[src/rtl/aes_key_loader.sv]
// AES key loader: assembles 128/192/256-bit keys from a 32-bit word stream,
// fires the key-expansion start pulse and tracks the core's key-ready level.
module aes_key_loader #(
    parameter int WORD_W      = 32,
    parameter int TIMEOUT_CYC = 4096
) (
    input  logic              clk,
    input  logic              resetH,
    input  logic              s_valid,
    output logic              s_ready,
    input  logic [WORD_W-1:0] s_data,
    input  logic [1:0]        s_mode,
    output logic              kb_start,
    output logic [1:0]        kb_key_mode,
    output logic [255:0]      kb_key,
    input  logic              kb_key_ready,
    output logic              busy,
    output logic              done,
    output logic              err
);
    localparam int KEY_W = 256;
    localparam int TW    = $clog2(TIMEOUT_CYC);
    localparam logic [TW-1:0] TMO_LAST = TW'(TIMEOUT_CYC - 1);

    typedef enum logic [2:0] {
        IDLE, LOAD, START, WAIT_LO, WAIT_HI
    } state_e;

    state_e           state_q, state_d;
    logic [3:0]       word_cnt_q, word_cnt_d;
    logic [TW-1:0]    tmo_cnt_q, tmo_cnt_d;
    logic [KEY_W-1:0] key_q, key_d;
    logic [1:0]       mode_q, mode_d;
    logic             done_q, done_d;
    logic             err_q, err_d;

    logic             xfer;
    logic [3:0]       nw;
    logic [3:0]       cnt_inc;
    logic [TW-1:0]    tmo_inc;
    logic [7:0]       shamt;
    logic [KEY_W-1:0] word_ext;

    assign s_ready     = (state_q == IDLE) || (state_q == LOAD);
    assign busy        = (state_q != IDLE);
    assign kb_start    = (state_q == START);
    assign kb_key      = key_q;
    assign kb_key_mode = mode_q;
    assign done        = done_q;
    assign err         = err_q;

    assign xfer     = s_valid && s_ready;
    assign cnt_inc  = word_cnt_q + 4'd1;
    assign tmo_inc  = tmo_cnt_q + 1'b1;
    assign shamt    = {word_cnt_q[2:0], 5'b0};
    assign word_ext = {s_data, {(KEY_W - WORD_W){1'b0}}};

    always_comb begin
        nw = 4'd4;
        case (mode_q)
            2'b01:   nw = 4'd6;
            2'b10:   nw = 4'd8;
            default: nw = 4'd4;
        endcase
    end

    always_comb begin
        state_d    = state_q;
        word_cnt_d = word_cnt_q;
        tmo_cnt_d  = tmo_cnt_q;
        key_d      = key_q;
        mode_d     = mode_q;
        done_d     = 1'b0;
        err_d      = 1'b0;
        unique case (state_q)
            IDLE: begin
                if (xfer) begin
                    if (s_mode == 2'b11) begin
                        err_d = 1'b1;
                    end else begin
                        mode_d     = s_mode;
                        key_d      = word_ext;
                        word_cnt_d = 4'd1;
                        state_d    = LOAD;
                    end
                end
            end
            LOAD: begin
                // Key is cleared on the first word, so OR-ing places each word.
                if (xfer) begin
                    key_d      = key_q | (word_ext >> shamt);
                    word_cnt_d = cnt_inc;
                    if (cnt_inc == nw) state_d = START;
                end
            end
            START: begin
                tmo_cnt_d = '0;
                state_d   = WAIT_LO;
            end
            WAIT_LO: begin
                tmo_cnt_d = tmo_inc;
                if (tmo_inc == TMO_LAST) begin
                    err_d   = 1'b1;
                    state_d = IDLE;
                end else if (!kb_key_ready) begin
                    state_d = WAIT_HI;
                end
            end
            WAIT_HI: begin
                tmo_cnt_d = tmo_inc;
                if (kb_key_ready) begin
                    done_d  = 1'b1;
                    state_d = IDLE;
                end else if (tmo_inc == TMO_LAST) begin
                    err_d   = 1'b1;
                    state_d = IDLE;
                end
            end
            default: state_d = IDLE;
        endcase
    end

    always_ff @(posedge clk) begin
        if (resetH) begin
            state_q    <= IDLE;
            word_cnt_q <= '0;
            tmo_cnt_q  <= '0;
            key_q      <= '0;
            mode_q     <= '0;
            done_q     <= 1'b0;
            err_q      <= 1'b0;
        end else begin
            state_q    <= state_d;
            word_cnt_q <= word_cnt_d;
            tmo_cnt_q  <= tmo_cnt_d;
            key_q      <= key_d;
            mode_q     <= mode_d;
            done_q     <= done_d;
            err_q      <= err_d;
        end
    end
endmodule

[config.mk]
export PLATFORM = sky130hd
export DESIGN_NAME = aes_key_loader
export DESIGN_NICKNAME = d
export VERILOG_FILES = /design/src/rtl/aes_key_loader.sv
export SDC_FILE = /design/constraint.sdc
export NUM_CORES = 1
export LEC_CHECK = 0
export BUFFER_PORTS_ARGS = -buffer_cell sky130_fd_sc_hd__buf_2
export CORE_MARGIN = 1
export CORE_UTILIZATION = 54
export DETAILED_ROUTE_END_ITERATION = 8
export HOLD_SLACK_MARGIN = 0.08
export PLACE_DENSITY_LB_ADDON = 0.1
export SYNTH_ARGS = -nofsm -noshare
export SYNTH_HDL_FRONTEND = slang
export SYNTH_SLANG_ARGS = --single-unit
[constraint.sdc]
create_clock -name clk -period 2.91 [get_ports clk]
set_input_delay 0.582 -clock clk [delete_from_list [all_inputs] [get_ports clk]]
set_output_delay 0.582 -clock clk [all_outputs]
set_load 0.005 [all_outputs]
**Yosys cells after proc, flatten, opt, wreduce, memory -nomap -nowiden**

Cells that the tools add are included.

- Add/subtract/negate cells: 2
- Eq/ne operators: 15
- Shift-type cells: 1
- Mux-type cells: 25
- Bitwise logic cells: 3
- Reduce and logical (&&, ||, !) cells: 11

Operators by type and width:

| kind | number |
|---|---|
| two-way mux 256 bit | 3 |
| case mux 256 bit (2 select lines) | 1 |
| OR 256 bit | 1 |
| right shift 256 x 8 -> 256 bit | 1 |
| two-way mux 3 bit | 8 |
| case mux 12 bit (2 select lines) | 1 |
| case mux 4 bit (2 select lines) | 2 |
| case mux 3 bit (5 select lines) | 1 |
| adder 12 x 1 -> 12 bit, second input constant | 1 |
| == test 12 bit, second input constant | 1 |
| two-way mux 4 bit | 3 |
| == test 3 x 2 -> 1 bit, second input constant | 2 |
| inequality test 2 bit, second input constant | 3 |
| inequality test 3 bit, second input constant | 2 |
| AND reduction 6 bit | 1 |
| two-way mux 1 bit | 5 |
| adder 4 x 1 -> 4 bit, second input constant | 1 |
| == test 2 bit, second input constant | 2 |
| == test 4 bit | 1 |
| AND reduction 4 bit | 1 |
| nonzero test 2 bit | 2 |
| OR reduction 2 bit | 2 |
| == test 3 x 1 -> 1 bit, second input constant | 1 |
| == test 3 bit, second input constant | 1 |
| 9 further kinds | 10 |

- Bits in registers: 279
- Input bits: 38
- Output and inout port bits: 263
- Word-level logic and storage cells: 64

**Depth between registers and ports, before layout**

- Depth after elaboration: 6
- Gate-level depth with buffers: 9
- Gate-level depth less buffers: 7

**Least setup slack after synthesis**

Ideal clock, no wire load.

- Path kind: reg2reg
- Start: reg tmo_cnt_q[1]
- End: reg state_q[0]
- Setup time: 0.123 ns
- Data arrival time: 1.854 ns
- Data required time: 2.787 ns
- Slack: 0.933 ns
- Stages on the path, launching flop included: 8
- Buffers on the path: 0
- Period minus slack after synthesis: 1.977 ns
- Cell sequence: dfxtp_1 > ha_1 > a21boi_0 > a31oi_1 > o31ai_1 > nand4_1 > a2bb2oi_2 > mux2_1

- Cells in the longest elaborated chain, start to end: 4
- Elaborated cells on any way between the ends: 7
- Those cells by class: add/sub (1); eq/ne (3); mux (2); reduce/logical (1)

RTL lines:

| item | RTL line | text |
|---|---|---|
| from (decl) | 31 | `logic [TW-1:0] tmo_cnt_q, tmo_cnt_d;` |
| from (signal assigned) | 135 | `tmo_cnt_q <= tmo_cnt_d;` |
| adder 12 x 1 -> 12 bit * | 54 | `assign tmo_inc = tmo_cnt_q + 1'b1;` |
| == test 12 bit * | 102, 114 |  |
| inequality test 3 bit (no source line) or two-way mux 3 bit (tied branches) | -- |  |
| AND reduction 6 bit (no source line) or case mux 3 bit (5 select lines) (tied branches) | -- |  |
| to (signal assigned) | 133 | `state_q <= state_d;` |
| to (decl) | 29 | `state_e state_q, state_d;` |

Mark *: on every way between the ends. The rest lies on a longest branch, timed or not.
A chain may end at the register's enable or synchronous reset.

**Final worst setup path**

- Start: reg word_cnt_q[2]
- End: reg key_q[60] (netlist: kb_key[60])

- Cells in the longest elaborated chain, start to end: 4

RTL lines:

| item | RTL line | text |
|---|---|---|
| from (decl) | 30 | `logic [3:0] word_cnt_q, word_cnt_d;` |
| from (signal assigned) | 134 | `word_cnt_q <= word_cnt_d;` |
| right shift 256 x 8 -> 256 bit | 91 | `key_d = key_q \| (word_ext >> shamt);` |
| OR 256 bit | 91 |  |
| two-way mux 256 bit | 90 | `if (xfer) begin` |
| case mux 256 bit (2 select lines) | 75 | `unique case (state_q)` |
| to (signal assigned) | 136 | `key_q <= key_d;` |
| to (decl) | 32 | `logic [KEY_W-1:0] key_q, key_d;` |

Every way passes these cells. The select of a mux whose other input is x is not followed.

==> summary.txt <==
Finish
  – Commonest non-fill, non-tap cell in the layout: buf_2
  – Inserted Diodes: 0
  – Fin util: 0.697
  – Share of layout cells above drive strength 1: 0.297
  – Most frequent cells in the layout: buf_2 (300), nor2_1 (283), dfxtp_1 (279)
  – Nets@finish: roughly 1300
  – Fin area: 12000 sq um
  – Final std cells w/o fill: 1545
  – FF+latch area: 5590 sq um
  – Multi-input gate area: about 3400 sq um
  – Area growth syn-to-layout: 26.6%
  – Fill cells: 1418

Routing
  – DRT iter0 DRCs: 534
  – Wire length on met1: roughly 11 mm
  – DR vias/cell: 5.31
  – Wirelength per Cell: 17.0 microns
  – DRC violations left: 0
  – Met3 Routed Length: 2.09 mm
  – Router iterations before antenna repair: 5
  – Max Used Layer: met4
  – Drt total wl: 26.3 mm
  – Via count: just over 8000
  – Met2 wire len: 12.3 mm
  – ANT nets after route: 0

Place
  – Placed inst area: 11000 sq um
  – Placed cell count: 1493
  – HPWL Detailed: 17.4 mm
  – Port buffer count: 300
  – Gp weighted congestion: 0.801

Clocking
  – Inserted Clock Buffers: 28
  – Clock-pin slew on the worst setup and hold paths: 0.06 ns
  – Hold_buf cts: 0
  – Htree depth: 1
  – Max clock buf depth: 3
  – Clock Latency Late Sink: 0.53 ns
  – CTS root buffer: clkbuf_16
  – CTS-repair resized insts: 0
  – Sink Count: 279
  – CTS tree: yes
  – Setup bufs post-CTS: 0

Critical path
  – Crit end category: register
  – Worst setup path category: reg2reg
  – Crit path largest cell delay: 0.84 ns
  – CP max FO: 32
  – CP Launch Type: register
  – Crit path required time: 3.37 ns
  – Reg2Reg Depth: 4
  – Crit path from: word_cnt_q[2]
  – R2r endpoint: kb_key[60]
  – CP max-delay cell: nor2_4
  – R2R Setup Slk: 0.47 ns
  – WP data arrival: 2.89 ns
  – Worst path cell trace: o2111ai_1 > nor2_4 > a21oi_1 > nor2_1
  – Reg2Reg Launch Point: word_cnt_q[2]

STA
  – Total Neg Setup Slack: 0 ns
  – Slew HR: 0.358
  – Final Hold Viols: 0
  – Worst slew pin tran: 0.960 ns
  – Fin. max-slew vios: 0
  – Clock Skew: around 0.012 ns
  – Tmin final: between 2 and 2.5 ns
  – RSZ-0062 raised after global routing: false
  – Maximum operating frequency: 410 MHz
  – # setup viols final: 0
  – Period utilization: 0.838

Yosys
  – Cell count after synthesis: 1051
  – Ys Warns: 0
  – Seq/Total Area, Yosys: 0.591
  – Cell taking the most area after synthesis: dfxtp_1
  – Dominant synthesized flop cell: dfxtp_1
  – Post-Syn Nets: 1092
  – Yosys reg bits: 279
  – Top cells by area, synth: dfxtp_1 (59%), a21oi_1 (12%), nor2_1 (11%), a22oi_1 (2.6%), clkbuf_1 (2.2%)
  – Syn avg cell area: 8.99 sq um
  – Share of the synthesized area in the top cell type: 0.591
  – Cell variety after synth: 54
  – Post-synth EDFFs: 0
  – Cell Area, Synth: 9450 sq um
  – Synth async-reset ratio: 0

Global route
  – Initial antenna violation count: 0
  – Vias in the first global route: around 7500
  – GRT Overall Usage: 0.282
  – First-pass GRT wire length: 40.7 mm
  – Total grt overflow: 0
  – Largest net degree at the start of global routing: 75

Job
  – Max-cap violations: 0

Hold path
  – Hold Path Class: in2reg
  – Hold endpoint: kb_key_mode[0]
  – WHS Path Cells: 3
  – Hold Crit Start: s_mode[0]

Outcome
  – Outcome: complete, no violations

Floorplanning
  – DIE HEIGHT: 134 microns
  – Core ar.: roughly 17000 sq um
  – Die W: 134 microns
  – Cell Rows: 48
  – Io pins: 301
  – Die area: 18000 sq um
  – Starting Density: 0.550

Power
  – Lkg Pwr: 5.42 nW
  – Max VDD drop: a little under 0.5 mV
  – Pwr/cell area: a little over 700 nW/um^2
worst max path at each step:
| stage | endpoint | slack (ns) |
|---|---|---|
| after CTS | kb_key[149] | 0.48 |
| final | kb_key[60] | 0.47 |
| after global placement | kb_key[142] | 0.40 |
| after global routing | kb_key[149] | 0.31 |
| after floorplan | state_q[0] | 0.93 |
| after detailed placement | kb_key[60] | 0.39 |
registers in the layout, indices dropped and copies added, names as in the netlist:
register / flops
word_cnt_q: 4
kb_key: 256
tmo_cnt_q: 12
kb_key_mode: 2
err: 1
state_q: 3
done: 1
report_power, final:
part	switching, mW	internal [mW]
Combinational	0.526	0.273
Sequential	0.0738	3.92
Clock	1.47	2.22
Total	2.07	6.41
worst max-delay path, delay by kind of cell, from the launching register on:
family	cells	cell delay (ns)
simple gates	2	0.98
flops	1	0.70
compound gates	2	0.68
per-stage QoR:
step	hold slack [ns]	power (mW)	worst slack [ns]
2_1_floorplan	0.460	4.60	0.933
3_3_place_gp	0.442	4.86	0.403
3_5_place_dp	0.448	4.87	0.394
4_1_cts	0.367	8.52	0.476
5_1_grt	0.380	8.77	0.311
6_report	0.382	8.48	0.473
logic make-up (layout without fill, tap and decap cells):
group,Yosys count,after routing,synth area share
AOI/OAI and AO/OA,292,292,0.175
and+or+nand+nor,354,354,0.160
xor gates and xnor gates,14,14,0.0138
adders and majority gates,3,3,0.00397
DFF,279,279,0.591
muxes,3,3,0.00331
buffers and inverters,106,375,0.0527
cell type report:
class	count	area share
multi-input combinational	666	0.287
tap	225	0.0235
clock inverter	12	0.0116
clock buffer	40	0.0683
inverter	4	0.00125
sequential	279	0.467
timing repair buffer	319	0.142
synth_stat cells (all sizes together), types with 3 or more instances:
cell type and number:
a211oi 3, a21oi 233, a22oi 33, a31oi 3, and3 4, and4b 3, buf 47, clkbuf 55
dfxtp 279, ha 3, inv 4, nand2 15, nand2b 7, nand3 6, nand3b 4, nand4 5
nor2 287, nor2b 4, nor3 9, o21ai 4, o22ai 4, or2 3, xnor2 7, xor2 7
per-layer routing:
layer | vias to the layer above | GRT usage
met2 | 284 | 0.467
met1 | 3875 | 0.364
met5 | - | 0
met4 | 0 | 0.0774
li1 | 4001 | -
met3 | 43 | 0.0722
Note: power is estimated with default switching activity, not from simulation.
